--- config.mk ---
export PLATFORM = sky130hd
export DESIGN_NAME = keypad_scanner
export DESIGN_NICKNAME = d
export VERILOG_FILES = /design/src/rtl/keypad_scanner.sv
export SDC_FILE = /design/constraint.sdc
export NUM_CORES = 1
export LEC_CHECK = 0
export CORE_MARGIN = 8
export CORE_UTILIZATION = 53
export CTS_BUF_LIST = sky130_fd_sc_hd__clkbuf_16
export DETAILED_ROUTE_END_ITERATION = 6
export GPL_ROUTABILITY_DRIVEN = 0
export PLACE_DENSITY = 0.77
export SYNTH_ARGS = -nofsm -noshare
export SYNTH_HDL_FRONTEND = slang
export SYNTH_SLANG_ARGS = --single-unit
--- constraint.sdc ---
create_clock -name clk -period 2.2 [get_ports clk]
set_input_delay 0.44 -clock clk [delete_from_list [all_inputs] [get_ports clk]]
set_output_delay 0.44 -clock clk [all_outputs]
set_load 0.02 [all_outputs]
--- src/rtl/keypad_scanner.sv ---
// keypad_scanner: drives the 4x4 keypad rows one at a time, samples the columns through a
// 2-flop synchronizer, debounces press and release, and reports a stable {row,col} code.
module keypad_scanner #(
   parameter int unsigned SCAN_DIV = 4,  // cycles each row is driven, >= 4
   parameter int unsigned DEBOUNCE = 3   // identical samples to accept press/release, >= 1
) (
   input  logic       clk,
   input  logic       nrst,
   input  logic [3:0] col,
   output logic [3:0] row,
   output logic [7:0] code,
   output logic       key_valid,
   output logic       key_held
);

   localparam int unsigned DW = $clog2(SCAN_DIV);
   localparam int unsigned CW = $clog2(DEBOUNCE + 1);
   localparam logic [DW-1:0] DivLast = DW'(SCAN_DIV - 1);
   localparam logic [CW-1:0] CntDone = CW'(DEBOUNCE);
   localparam logic [CW-1:0] CntOne  = CW'(1);

   typedef enum logic [1:0] {StScan, StDebounce, StHeld} state_e;

   state_e          state_q, state_d;
   logic [3:0]      col_m_q, col_s_q;
   logic [DW-1:0]   div_q, div_d;
   logic [1:0]      rsel_q, rsel_d;
   logic [7:0]      cand_q, cand_d;
   logic [CW-1:0]   match_q, match_d;
   logic [CW-1:0]   rel_q, rel_d;
   logic [7:0]      code_q, code_d;
   logic            valid_q, valid_d;
   logic            held_q, held_d;

   logic            tick;
   logic            col_onehot;
   logic [7:0]      sample;
   logic [CW-1:0]   match_inc;
   logic [CW-1:0]   rel_inc;

   assign row        = 4'b1000 >> rsel_q;
   assign tick       = (div_q == DivLast);
   assign sample     = {row, col_s_q};
   assign col_onehot = (col_s_q != 4'd0) && ((col_s_q & (col_s_q - 4'd1)) == 4'd0);
   assign match_inc  = match_q + 1'b1;
   assign rel_inc    = rel_q + 1'b1;

   assign code      = code_q;
   assign key_valid = valid_q;
   assign key_held  = held_q;

   // State register with synchronous active-low reset; also the column synchronizer.
   always_ff @(posedge clk) begin
      if (!nrst) begin
         state_q <= StScan;
         col_m_q <= 4'd0;
         col_s_q <= 4'd0;
         div_q   <= '0;
         rsel_q  <= 2'd0;
         cand_q  <= 8'd0;
         match_q <= '0;
         rel_q   <= '0;
         code_q  <= 8'd0;
         valid_q <= 1'b0;
         held_q  <= 1'b0;
      end else begin
         state_q <= state_d;
         col_m_q <= col;
         col_s_q <= col_m_q;
         div_q   <= div_d;
         rsel_q  <= rsel_d;
         cand_q  <= cand_d;
         match_q <= match_d;
         rel_q   <= rel_d;
         code_q  <= code_d;
         valid_q <= valid_d;
         held_q  <= held_d;
      end
   end

   // Next-state logic: the columns are only examined on the dwell tick.
   always_comb begin
      state_d = state_q;
      div_d   = tick ? '0 : div_q + 1'b1;
      rsel_d  = rsel_q;
      cand_d  = cand_q;
      match_d = match_q;
      rel_d   = rel_q;
      code_d  = code_q;
      valid_d = 1'b0;
      held_d  = held_q;
      if (tick) begin
         case (state_q)
            StScan: begin
               if (col_onehot) begin
                  cand_d  = sample;
                  match_d = CntOne;
                  if (DEBOUNCE == 1) begin
                     code_d  = sample;
                     valid_d = 1'b1;
                     held_d  = 1'b1;
                     state_d = StHeld;
                  end else begin
                     state_d = StDebounce;
                  end
               end else begin
                  // No key, or two keys in this row: keep sweeping.
                  rsel_d = rsel_q + 2'd1;
               end
            end
            StDebounce: begin
               if (sample == cand_q) begin
                  match_d = match_inc;
                  if (match_inc == CntDone) begin
                     code_d  = cand_q;
                     valid_d = 1'b1;
                     held_d  = 1'b1;
                     state_d = StHeld;
                  end
               end else begin
                  state_d = StScan;
                  rsel_d  = rsel_q + 2'd1;
               end
            end
            StHeld: begin
               if (col_s_q == 4'd0) begin
                  if (rel_inc == CntDone) begin
                     code_d  = 8'd0;
                     held_d  = 1'b0;
                     rel_d   = '0;
                     rsel_d  = rsel_q + 2'd1;
                     state_d = StScan;
                  end else begin
                     rel_d = rel_inc;
                  end
               end else begin
                  // Any column activity (even another key in this row) restarts release.
                  rel_d = '0;
               end
            end
            default: state_d = StScan;
         endcase
      end
   end

endmodule

After elaboration in Yosys (flattened, before gate mapping)
Cells that the tools add are included.
- word-level logic and storage cells: 75
- register bits: 36
- output and inout bits: 14
- input port bits: 6
- eq/ne operators: 14
- reductions and logical operators: 16
- muxes and demuxes: 26
- shift operators: 1
- $add $sub $neg: 5
- bitwise operators: 2
- operators with widths (operator ; number):
    8-bit 2-to-1 mux ; 4
    2-bit 2-to-1 mux ; 12
    8-bit one-hot mux with 2 select lines ; 1
    2-bit != test, second input constant ; 7
    2-bit one-hot mux with 3 select lines ; 2
    6-bit AND reduction ; 2
    2-bit by 1-bit adder with 2-bit output, second input constant ; 4
    2-bit equality test, second input constant ; 4
    8-bit equality test ; 1
    4-bit logical NOT ; 2
    4-bit AND reduction ; 2
    1-bit 2-to-1 mux ; 5
    5-bit AND reduction ; 1
    4-bit bitwise AND ; 1
    2-bit one-hot mux with 2 select lines ; 1
    2-bit nonzero test ; 2
    4-bit nonzero test ; 1
    4-bit by 2-bit >> shifter with 4-bit output, first input constant ; 1
    4-bit by 1-bit subtractor with 4-bit output, second input constant ; 1
    3-bit != test, second input constant ; 1
    3-bit AND reduction ; 1
    3-bit nonzero test ; 1
    2-bit by 1-bit equality test with 1-bit output, second input constant ; 1
    2-bit logical NOT ; 1
    5 further kinds ; 5

Logic depth before layout (Yosys ltp)
Gate-level depths: netlist of run 1.
- word-level depth: 6
- gate-level depth with buffers: 9
- gate-level depth less buffers: 7

Worst setup path after synthesis of run 1
Ideal clock, no wire load.
- kind: reg-to-reg
- start: reg rsel_q[0]
- end: reg code_q[7], in the netlist code[7]
- path slack: 218 ps
- clock period less this slack: 1982 ps
- cell stages (with the launch flop): 10
- setup time: 119 ps
- path buffers: 2
- data arrival time: 1863 ps
- data required time: 2081 ps
- cells stage by stage: dfxtp_1 -> inv_1 -> ha_1 -> xnor2_1 -> nand4_1 -> or3_1 -> clkbuf_1 -> buf_2 -> nand3_1 -> o21ai_1
- cells in the longest elaborated chain, start to end: 4
- ends and longest elaborated chain (what ; RTL line ; RTL):
    start: declaration ; 27 ; logic [1:0] rsel_q, rsel_d;
    start signal: assignment ; 71 ; rsel_q <= rsel_d;
    4-bit by 2-bit >> shifter with 4-bit output ; 41 ; assign row = 4'b1000 >> rsel_q;
    named net row[1] ; 10 ; output logic [3:0] row,
    8-bit equality test ; 112 ; if (sample == cand_q) begin
    2-bit != test (no source line) ; -- ;
    6-bit AND reduction (no source line) ; -- ;
    end signal: assignment ; 75 ; code_q <= code_d;
    end: declaration ; 31 ; logic [7:0] code_q, code_d;
The timed path passes the listed nets, and every way through them passes these cells.
A chain may end at the register's enable or synchronous reset.

Final worst setup path of run 1
- start: reg rsel_q[0]
- end: out row[1]
- cells in the longest elaborated chain, start to end: 1
- ends and longest elaborated chain (what ; RTL line):
    4-bit by 2-bit >> shifter with 4-bit output ; 41
    end: declaration ; 10
No other way between the ends.

==> results of run 1 <==
-- sequential cells by signal, indices dropped and copies added, names as in the netlist --
| name | cells |
|---|---|
| key_held | 1 |
| match_q | 2 |
| col_s_q | 4 |
| state_q | 2 |
| rsel_q | 2 |
| key_valid | 1 |
| rel_q | 2 |
| col_m_q | 4 |
| div_q | 2 |
| code | 8 |
| cand_q | 8 |
-- power groups by stage --
stage | Clock, mW | Sequential, mW | Combinational, mW
finish | 0.798 | 0.679 | 0.0941
global route | 0.834 | 0.680 | 0.104
CTS | 0.809 | 0.679 | 0.0946
detailed placement | 0 | 0.693 | 0.0944
global placement | 0 | 0.692 | 0.0893
floorplan | 0 | 0.690 | 0.0641
-- critical path, delay by kind of cell, from the launching register on --
| kind | cells | cell delay, ns |
|---|---|---|
| fa+ha+maj | 1 | 0.21 |
| buf+inv | 2 | 0.73 |
| flops | 1 | 0.33 |
-- timing repair --
action	CTS	global route
gates resized for setup	0	1
endpoints found under the setup margin	0	1
hold buffers	0	0
-- per-stage QoR --
stage	hold slack, ns	std cells
6_report	0.429	215
5_1_grt	0.442	215
4_1_cts	0.432	215
3_5_place_dp	0.420	207
3_3_place_gp	0.414	207
2_1_floorplan	0.408	160
-- worst max-delay path by stage --
stage | slack (ns) | startpoint | to | cells past startpoint
4_1_cts | 0.15 | rsel_q[0] | key_held | 6
5_1_grt | 0.11 | rsel_q[0] | row[1] | 3
2_1_floorplan | 0.22 | rsel_q[0] | code[7] | 9
6_report | 0.19 | rsel_q[0] | row[1] | 3
3_3_place_gp | 0.24 | rsel_q[0] | key_held | 6
3_5_place_dp | 0.15 | rsel_q[0] | key_held | 6
-- area by class of cell --
type                       count  area [um^2]  share of cell area
clock buffer                   5          125              0.0658
clock inverter                 3         42.5              0.0224
inverter                       6         22.5              0.0118
multi-input combinational    113          746               0.392
sequential                    36          721               0.379
tap                           31         38.8              0.0204
timing repair buffer          21          205               0.108
-- placed cells by master, fill, tap and decap left out, drive strengths merged, types with 2 or more instances in the layout --
master	n
mux2i	13
nand3	10
clkdlybuf4s50	19
nand2	17
o21ai	11
and2	8
a21oi	3
nor2b	2
ha	6
nor3	3
xnor2	8
buf	2
clkbuf	5
nor4b	2
inv	6
nand4	2
nor2	14
dfxtp	36
-- synth_stat cells, types with 5 or more instances --
cell	instances	area [um^2]
nand2_1	17	63.8
xnor2_1	8	70.1
dfxtp_1	36	721
inv_1	5	18.8
and2_1	8	50.1
ha_1	6	75.1
mux2i_1	13	130
o21ai_1	9	45.0
nor2_1	14	52.6
nand3_1	10	50.1
-- cell families after synthesis --
kind of cell,share of synthesized area
AOI/OAI and AO/OA,0.0931
and+or+nand+nor,0.210
xor gates and xnor gates,0.0524
buffers and inverters,0.0291
muxes,0.0864
DFF,0.479
adders and majority gates,0.0499
-- routing by layer --
| layer | part of all wire | routed length, um |
|---|---|---|
| met5 | 0 | 0 |
| met4 | 0.021 | 59 |
| met3 | 0.056 | 161 |
| met2 | 0.46 | 1300 |
| met1 | 0.47 | 1340 |
==> out/summary.txt, run 1 <==
status = finished clean
# fillers = 212
Clock power frac = 0.508
Die Footprint = 0.00480 mm^2
Synth-to-Final Area Change = 26.3%
Max Buffers Root-to-Sink = 2
critical path type = flip-flop to output port
CTS Buf Count = 5
worst hold start = col_m_q[1]
gr usage total = 0.122
number of synthesized flops with an enable pin = 0
CTS tree = yes
Min Clock Period, post-route = 2.01 ns
Tcrit/Tclk final = 0.913
IO buf count = 19
Ant. Diodes = 0
GR Util met2 = 0.192
Slew @ Worst Pin = 0.730 ns
wire length per cell = 13.3 um
routed wire length = 2870 um
Mapped Cells = 160
Yosys cell types = 33
Max IR drop VDD = 0.912 mV
Sinks on Clock Net = 36
drt drc = 0
met1 Use GR = 0.131
1st-iter DRT viols = 75
H-Tree Depth = 2
Arrival @ worst endpoint = 1.57 ns
effective utilization at floorplan = 0.551
Power Total = 1.57 mW
syn avg cell area = 9.41 um^2
final setup TNS = 0 ns
Worst Path Max Fanout = 4
worst r2r src = col_s_q[0]
Die H = 69.3 um
FMAX = 498 MHz
WHS Path Cells = 1
r2r endpoint = rsel_q[0]
worst hold path type = flip-flop to flip-flop
Hold Path Sink = col_s_q[1]
register bit total from synthesis = 36
Power Dens Cells = 827 mW/mm^2
Vias = 1169
max_cap viols = 0
most used routing layer = met2
slowest stage delay, CP = 0.63 ns
total grt overflow = 0
flop2flop setup slack = 0.29 ns
Sw Ratio = 0.208
post-CTS setup buffer count = 0
FFs w/ async S/R, synth = 0
fin area = 0.00190 mm^2
Place WS = 0.155 ns
Worst-path clk slew = 0.06 ns
Core Region = 0.00273 mm^2
via/cell ratio = 5.44
Fin. Hold Viols = 0
Crit. End Element = output port
post-synthesis cell area = 0.00151 mm^2
register area share after synthesis = 0.479
Placed Area = 0.00173 mm^2
Top-Level Pins = 20
final setup fails = 0
met3 Usage GRT = 0.0587
slew margin rel. = 0.511
largest net degree at the start of global routing = 20
HPWL after DPL = 2120 um
Final Util = 0.695
DR pass1 iterations = 4
Final Slew Violations = 0
layout cells sized above 1 = 0.0815
Seq pwr share = 0.432
Slowest-stage cell, CP = clkdlybuf4s50_1
P_sw = 0.327 mW
Post-DRT Antenna Nets = 0
CP Launch Type = flip-flop
Max Clock Skew = 0.00564 ns
Nets = 195
logic gate share of total power = 0.060
Final Worst Setup Slack = 0.191 ns
Worst-Skew Late Latency = 0.28 ns
YS warnings = 0
CTS root buf = clkbuf_16
Internal Pwr Total = 1.24 mW
first-pass GRT wire length = 4800 um
syn nets = 172
RSZ-0062 raised after global routing = false
Top FF cell, synth = dfxtp_1
die width = 69.3 um
crit-path cells = inv_1, ha_1, clkdlybuf4s50_1
required time of the critical path = 1.76 ns
vias in the first global route = 1085
leak pwr = 0.744 nW
std cell rows = 19
initial antenna violation count = 0
r2r worst-path depth = 5
(Power assumes the default switching activity.)
==> run 2: changes to the inputs <==
- CELL_PAD_IN_SITES_DETAIL_PLACEMENT: not set -> 1
- CELL_PAD_IN_SITES_GLOBAL_PLACEMENT: not set -> 2
- CORE_UTILIZATION: 53 -> 33
- GPL_ROUTABILITY_DRIVEN: 0 -> not set
- PLACE_DENSITY: 0.77 -> not set
- PLACE_DENSITY_LB_ADDON: not set -> 0.1
==> run 2 against run 1 <==
Clock-buffer cell count stayed put. First-iteration DRC count is 61% lower. Sequential power hardly changed. Largest power group is now sequential cells. Critical endpoint unchanged. Utilization is 26 points lower.
==> out/summary.txt, run 2 (synthesis results as in run 1) <==
status = finished clean
logic gate share of total power = 0.068 (+0.008)
Internal Pwr Total = 1.12 mW (-9.6%)
Die Footprint = 0.00698 mm^2 (+45%)
Sw Ratio = 0.216 (+0.00757)
effective utilization at floorplan = 0.343 (-0.207)
final setup TNS = 0 ns (unchanged)
dpl cells = 230 (+11%)
Max Buffers Root-to-Sink = 2 (unchanged)
commonest non-fill, non-tap cells in the layout = 36 x dfxtp_1, 19 x clkdlybuf4s50_1, 17 x nand2_1
RSZ-0062 raised after global routing = false
Core Region = 0.00438 mm^2 (+60%)
worst hold path type = flip-flop to flip-flop
IO buf count = 19 (unchanged)
Worst-path clk slew = 0.05 ns (about the same)
Final Util = 0.436 (-0.259)
Final Slew Violations = 0 (unchanged)
first-pass GRT wire length = 5580 um (+16%)
Power Dens Cells = 750 mW/mm^2 (-9.3%)
total grt overflow = 0 (unchanged)
leak pwr = 0.745 nW (+0.10%)
DR pass1 iterations = 4 (unchanged)
FMAX = 499 MHz (+0.21%)
CTS Buf Count = 5 (unchanged)
Top delay family on crit path = buffers and inverters
fin area = 0.00191 mm^2 (+0.66%)
max_cap viols = 0 (unchanged)
CTS root buf = clkbuf_16
layout cells sized above 1 = 0.0860 (+0.00450)
Tcrit/Tclk final = 0.911 (-0.00196)
initial antenna violation count = 0 (unchanged)
Power Total = 1.43 mW (-8.7%)
Arrival @ worst endpoint = 1.56 ns (about the same)
Fin. Hold Viols = 0 (unchanged)
crit-path cells = inv_1, ha_1, clkdlybuf4s50_1
P_sw = 0.309 mW (-5.4%)
worst r2r src = col_s_q[0]
CP Depth = 3 (unchanged)
Hold WS = 0.429 ns (-0.000156 ns)
Post-DRT Antenna Nets = 0 (unchanged)
Min Clock Period, post-route = 2.00 ns (-0.00431 ns)
flop2flop setup slack = 0.24 ns (-0.05 ns)
Max Clock Skew = 0.00336 ns (-0.00228 ns)
worst path bufs/invs = 2 (unchanged)
die width = 83.5 um (+21%)
routed wire length = 3310 um (+16%)
Ant. Diodes = 0 (unchanged)
r2r worst-path depth = 5 (unchanged)
via/cell ratio = 4.95 (-9.0%)
Crit. End Element = output port
Max IR drop VDD = 0.393 mV (-57%)
Seq pwr share = 0.474 (+0.042)
HPWL after DPL = 2610 um (+23%)
critical path type = flip-flop to output port
most common cell after layout, fill and taps aside = dfxtp_1
vias in the first global route = 1186 (+9.3%)
slowest stage delay, CP = 0.64 ns (about the same)
r2r endpoint = rsel_q[0]
Placer Congestion = 0.683
Worst-Skew Late Latency = 0.27 ns (about the same)
WHS Path Cells = 1 (unchanged)
Slew @ Worst Pin = 0.794 ns (+0.0632 ns)
wire length per cell = 13.9 um (+4.4%)
Slowest-stage cell, CP = clkdlybuf4s50_1
worst hold start = col_m_q[1]
required time of the critical path = 1.76 ns (about the same)
Worst Path Max Fanout = 4 (unchanged)
CP Launch Type = flip-flop
CTS tree = yes
final setup fails = 0 (unchanged)
Placed Area = 0.00177 mm^2 (+2.4%)
Clock power frac = 0.459 (-0.049)
1st-iter DRT viols = 29 (-61%)
Sinks on Clock Net = 36 (unchanged)
largest net degree at the start of global routing = 20 (unchanged)
Top-Level Pins = 20 (unchanged)
H-Tree Depth = 2 (unchanged)
Synth-to-Final Area Change = 27.1%
slew margin rel. = 0.469 (-0.0423)
post-CTS setup buffer count = 0 (unchanged)
gr usage total = 0.0979 (-0.0236)
final std cells w/o fill = 238 (+11%)
Nets = 197 (+1.0%)
Vias = 1178 (+0.77%)
Place WS = 0.128 ns (-0.0273 ns)
Hold Path Sink = col_s_q[1]
Die H = 83.5 um (+21%)
# fillers = 514 (+140%)
std cell rows = 24 (+5)
Final Worst Setup Slack = 0.196 ns (+0.00431 ns)
drt drc = 0 (unchanged)
run 2: cell count changes in the layout (fill, tap and decap cells not counted):
cell	delta
bufinv_16	-1
clkinv_1	+1
buf_4	+2
clkinv_2	+1
clkinvlp_4	-1
run 2: power by group through the flow:
stage               clock, mW  combinational [mW]  sequential (mW)
finish                  0.658              0.0969            0.679
CTS                     0.681              0.0993            0.679
floorplan                   0              0.0641            0.690
detailed placement          0              0.0987            0.694
global placement            0              0.0959            0.692
global route            0.713               0.109            0.681
run 2: repair_timing:
action | 4_1_cts | 5_1_grt
hold buffers | 0 | 0
endpoints found under the setup margin | 0 | 7
resized for setup | 0 | 1
run 2: metal layers:
metal	GRT usage	vias to the layer above	routed length [um]
li1	-	595	-
met1	0.113	555	1550
met2	0.153	21	1510
met3	0.0361	7	181
met4	0.0518	0	70
met5	0	-	0
run 2: final cells by class:
type	count	area, um^2	area share
sequential	36	721	0.377
clock buffer	5	125	0.0654
inverter	6	22.5	0.0118
tap	52	65.1	0.0340
multi-input combinational	113	746	0.390
clock inverter	3	13.8	0.00719
timing repair buffer	23	220	0.115
run 2: worst reg2reg max path, cell delays in order, from the launching register on:
cell	delay [ns]
dfxtp_1	0.37
or4_4	0.56
nor3b_2	0.25
nand2_1	0.11
a221oi_2	0.37
mux2i_1	0.22
run 2: worst max path at each step:
stage,from,endpoint,slack (ns)
5_1_grt,rsel_q[0],row[1],0.09
2_1_floorplan,rsel_q[0],code[7],0.22
4_1_cts,rsel_q[0],key_held,0.11
3_5_place_dp,rsel_q[0],key_held,0.13
3_3_place_gp,rsel_q[0],key_held,0.20
6_report,rsel_q[0],row[1],0.20
==> run 3: changes to the inputs <==
- MAX_ROUTING_LAYER: not set -> met4
==> run 3 against run 2 <==
Routed wire length decreased by 0.18%. Largest power group unchanged. Non-clock buffer count unchanged. Die area did not move. Critical path depth stayed put. Final area unchanged. Via count shrank 0.68%. Clock-buffer cell count unchanged. Cell count unchanged. Clock power decreased by 0.6%. Flip-flop and latch count unchanged. Fmax barely moved.
==> out/summary.txt, run 3 (synthesis results as in run 1) <==
Die Footprint = 0.00698 mm^2 (unchanged)
std cell rows = 24 (unchanged)
Min Clock Period, post-route = 2.00 ns (-0.000625 ns)
layout cells sized above 1 = 0.0860 (unchanged)
DR pass1 iterations = 4 (unchanged)
Max IR drop VDD = 0.390 mV (-0.64%)
initial antenna violation count = 0 (unchanged)
CTS root buf = clkbuf_16
Placed Area = 0.00177 mm^2 (unchanged)
CP Launch Type = flip-flop
Power Total = 1.43 mW (-0.23%)
Max Buffers Root-to-Sink = 2 (unchanged)
Core Region = 0.00438 mm^2 (unchanged)
dpl cells = 230 (unchanged)
Worst-Skew Late Latency = 0.27 ns (about the same)
Sinks on Clock Net = 36 (unchanged)
logic gate share of total power = 0.068 (about the same)
commonest non-fill, non-tap cells in the layout = 36 x dfxtp_1, 19 x clkdlybuf4s50_1, 17 x nand2_1
via/cell ratio = 4.92 (-0.68%)
Final Slew Violations = 0 (unchanged)
effective utilization at floorplan = 0.343 (unchanged)
Max Clock Skew = 0.00310 ns (-0.000262 ns)
RSZ-0062 raised after global routing = false
CTS Buf Count = 5 (unchanged)
Top-Level Pins = 20 (unchanged)
final setup TNS = 0 ns (unchanged)
vias in the first global route = 1181 (-0.42%)
Clock power frac = 0.457 (-0.002)
final std cells w/o fill = 238 (unchanged)
status = finished clean
Vias = 1170 (-0.68%)
max_cap viols = 0 (unchanged)
Post-DRT Antenna Nets = 0 (unchanged)
P_sw = 0.306 mW (-1.0%)
wire length per cell = 13.9 um (-0.18%)
leak pwr = 0.745 nW (unchanged)
Tcrit/Tclk final = 0.911 (about the same)
Arrival @ worst endpoint = 1.56 ns (about the same)
Sw Ratio = 0.214 (-0.00177)
worst hold path type = flip-flop to flip-flop
fin area = 0.00191 mm^2 (unchanged)
final setup fails = 0 (unchanged)
Fin. Hold Viols = 0 (unchanged)
critical path type = flip-flop to output port
slew margin rel. = 0.468 (-0.000756)
Die H = 83.5 um (unchanged)
CTS tree = yes
gr usage total = 0.101 (+0.00350)
largest net degree at the start of global routing = 20 (unchanged)
Seq pwr share = 0.475 (about the same)
1st-iter DRT viols = 36 (+24%)
total grt overflow = 0 (unchanged)
Power Dens Cells = 748 mW/mm^2 (-0.23%)
drt drc = 0 (unchanged)
Placer Congestion = 0.690 (+1.0%)
Synth-to-Final Area Change = 27.1% (unchanged)
FMAX = 499 MHz (about the same)
Worst Path Max Fanout = 4 (unchanged)
Internal Pwr Total = 1.12 mW (about the same)
Slew @ Worst Pin = 0.795 ns (+0.00113 ns)
routed wire length = 3310 um (-0.18%)
Nets = 197 (unchanged)
Ant. Diodes = 0 (unchanged)
first-pass GRT wire length = 5580 um (unchanged)
required time of the critical path = 1.76 ns (about the same)
HPWL after DPL = 2610 um (unchanged)
Worst-path clk slew = 0.05 ns (about the same)
Crit. End Element = output port
H-Tree Depth = 2 (unchanged)
die width = 83.5 um (unchanged)
IO buf count = 19 (unchanged)
Final Util = 0.436 (unchanged)
most common cell after layout, fill and taps aside = dfxtp_1
# fillers = 514 (unchanged)
[run 3: through the flow]
stage          setup WS, ns  hold slack (ns)
2_1_floorplan         0.218            0.408
3_3_place_gp          0.196            0.416
3_5_place_dp          0.128            0.420
4_1_cts               0.108            0.432
5_1_grt              0.0897            0.461
6_report              0.196            0.429
[run 3: timing repair]
item,4_1_cts,5_1_grt
hold buffers,0,0
setup endpoints to repair,0,7
gates resized for setup,0,1
buffers inserted,0,0
[run 3: metal layers]
metal / up-vias / part of all wire / track usage
met3: 2 / 0.051 / 0.0469
met1: 554 / 0.47 / 0.113
met2: 18 / 0.47 / 0.155
li1: 596 / - / -
met5: - / 0 / -
met4: 0 / 0.0076 / 0.0377
[run 3: layout make-up]
type / instances / area (um^2) / area share
multi-input cells: 113 / 746 / 0.390
flip-flops and latches: 36 / 721 / 0.377
repair buffers: 23 / 220 / 0.115
clock buffers: 5 / 125 / 0.0654
well taps: 52 / 65.1 / 0.0340
inverters: 6 / 22.5 / 0.0118
clock inverters: 3 / 13.8 / 0.00719
[run 3: power by group through the flow]
stage	Sequential [mW]	Clock, mW	Combinational [mW]
final	0.679	0.654	0.0970
after global routing	0.681	0.717	0.109
after CTS	0.679	0.681	0.0993
after detailed placement	0.694	0	0.0987
after global placement	0.692	0	0.0959
after floorplan	0.690	0	0.0641
[run 3: worst paths after layout]
check | cells past startpoint | slack, ns | endpoint | start
setup reg to reg | 5 | 0.24 | rsel_q[0] | col_s_q[0]
setup / recovery | 3 | 0.20 | row[3] | rsel_q[0]
hold reg to reg | 1 | 0.43 | col_s_q[1] | col_m_q[1]
hold / removal | 1 | 0.43 | col_s_q[1] | col_m_q[1]
[run 3: worst max-delay path, cell delays in order (launching register included)]
cell             delay, ns
dfxtp_1               0.34
inv_1                 0.10
ha_1                  0.22
clkdlybuf4s50_1       0.63
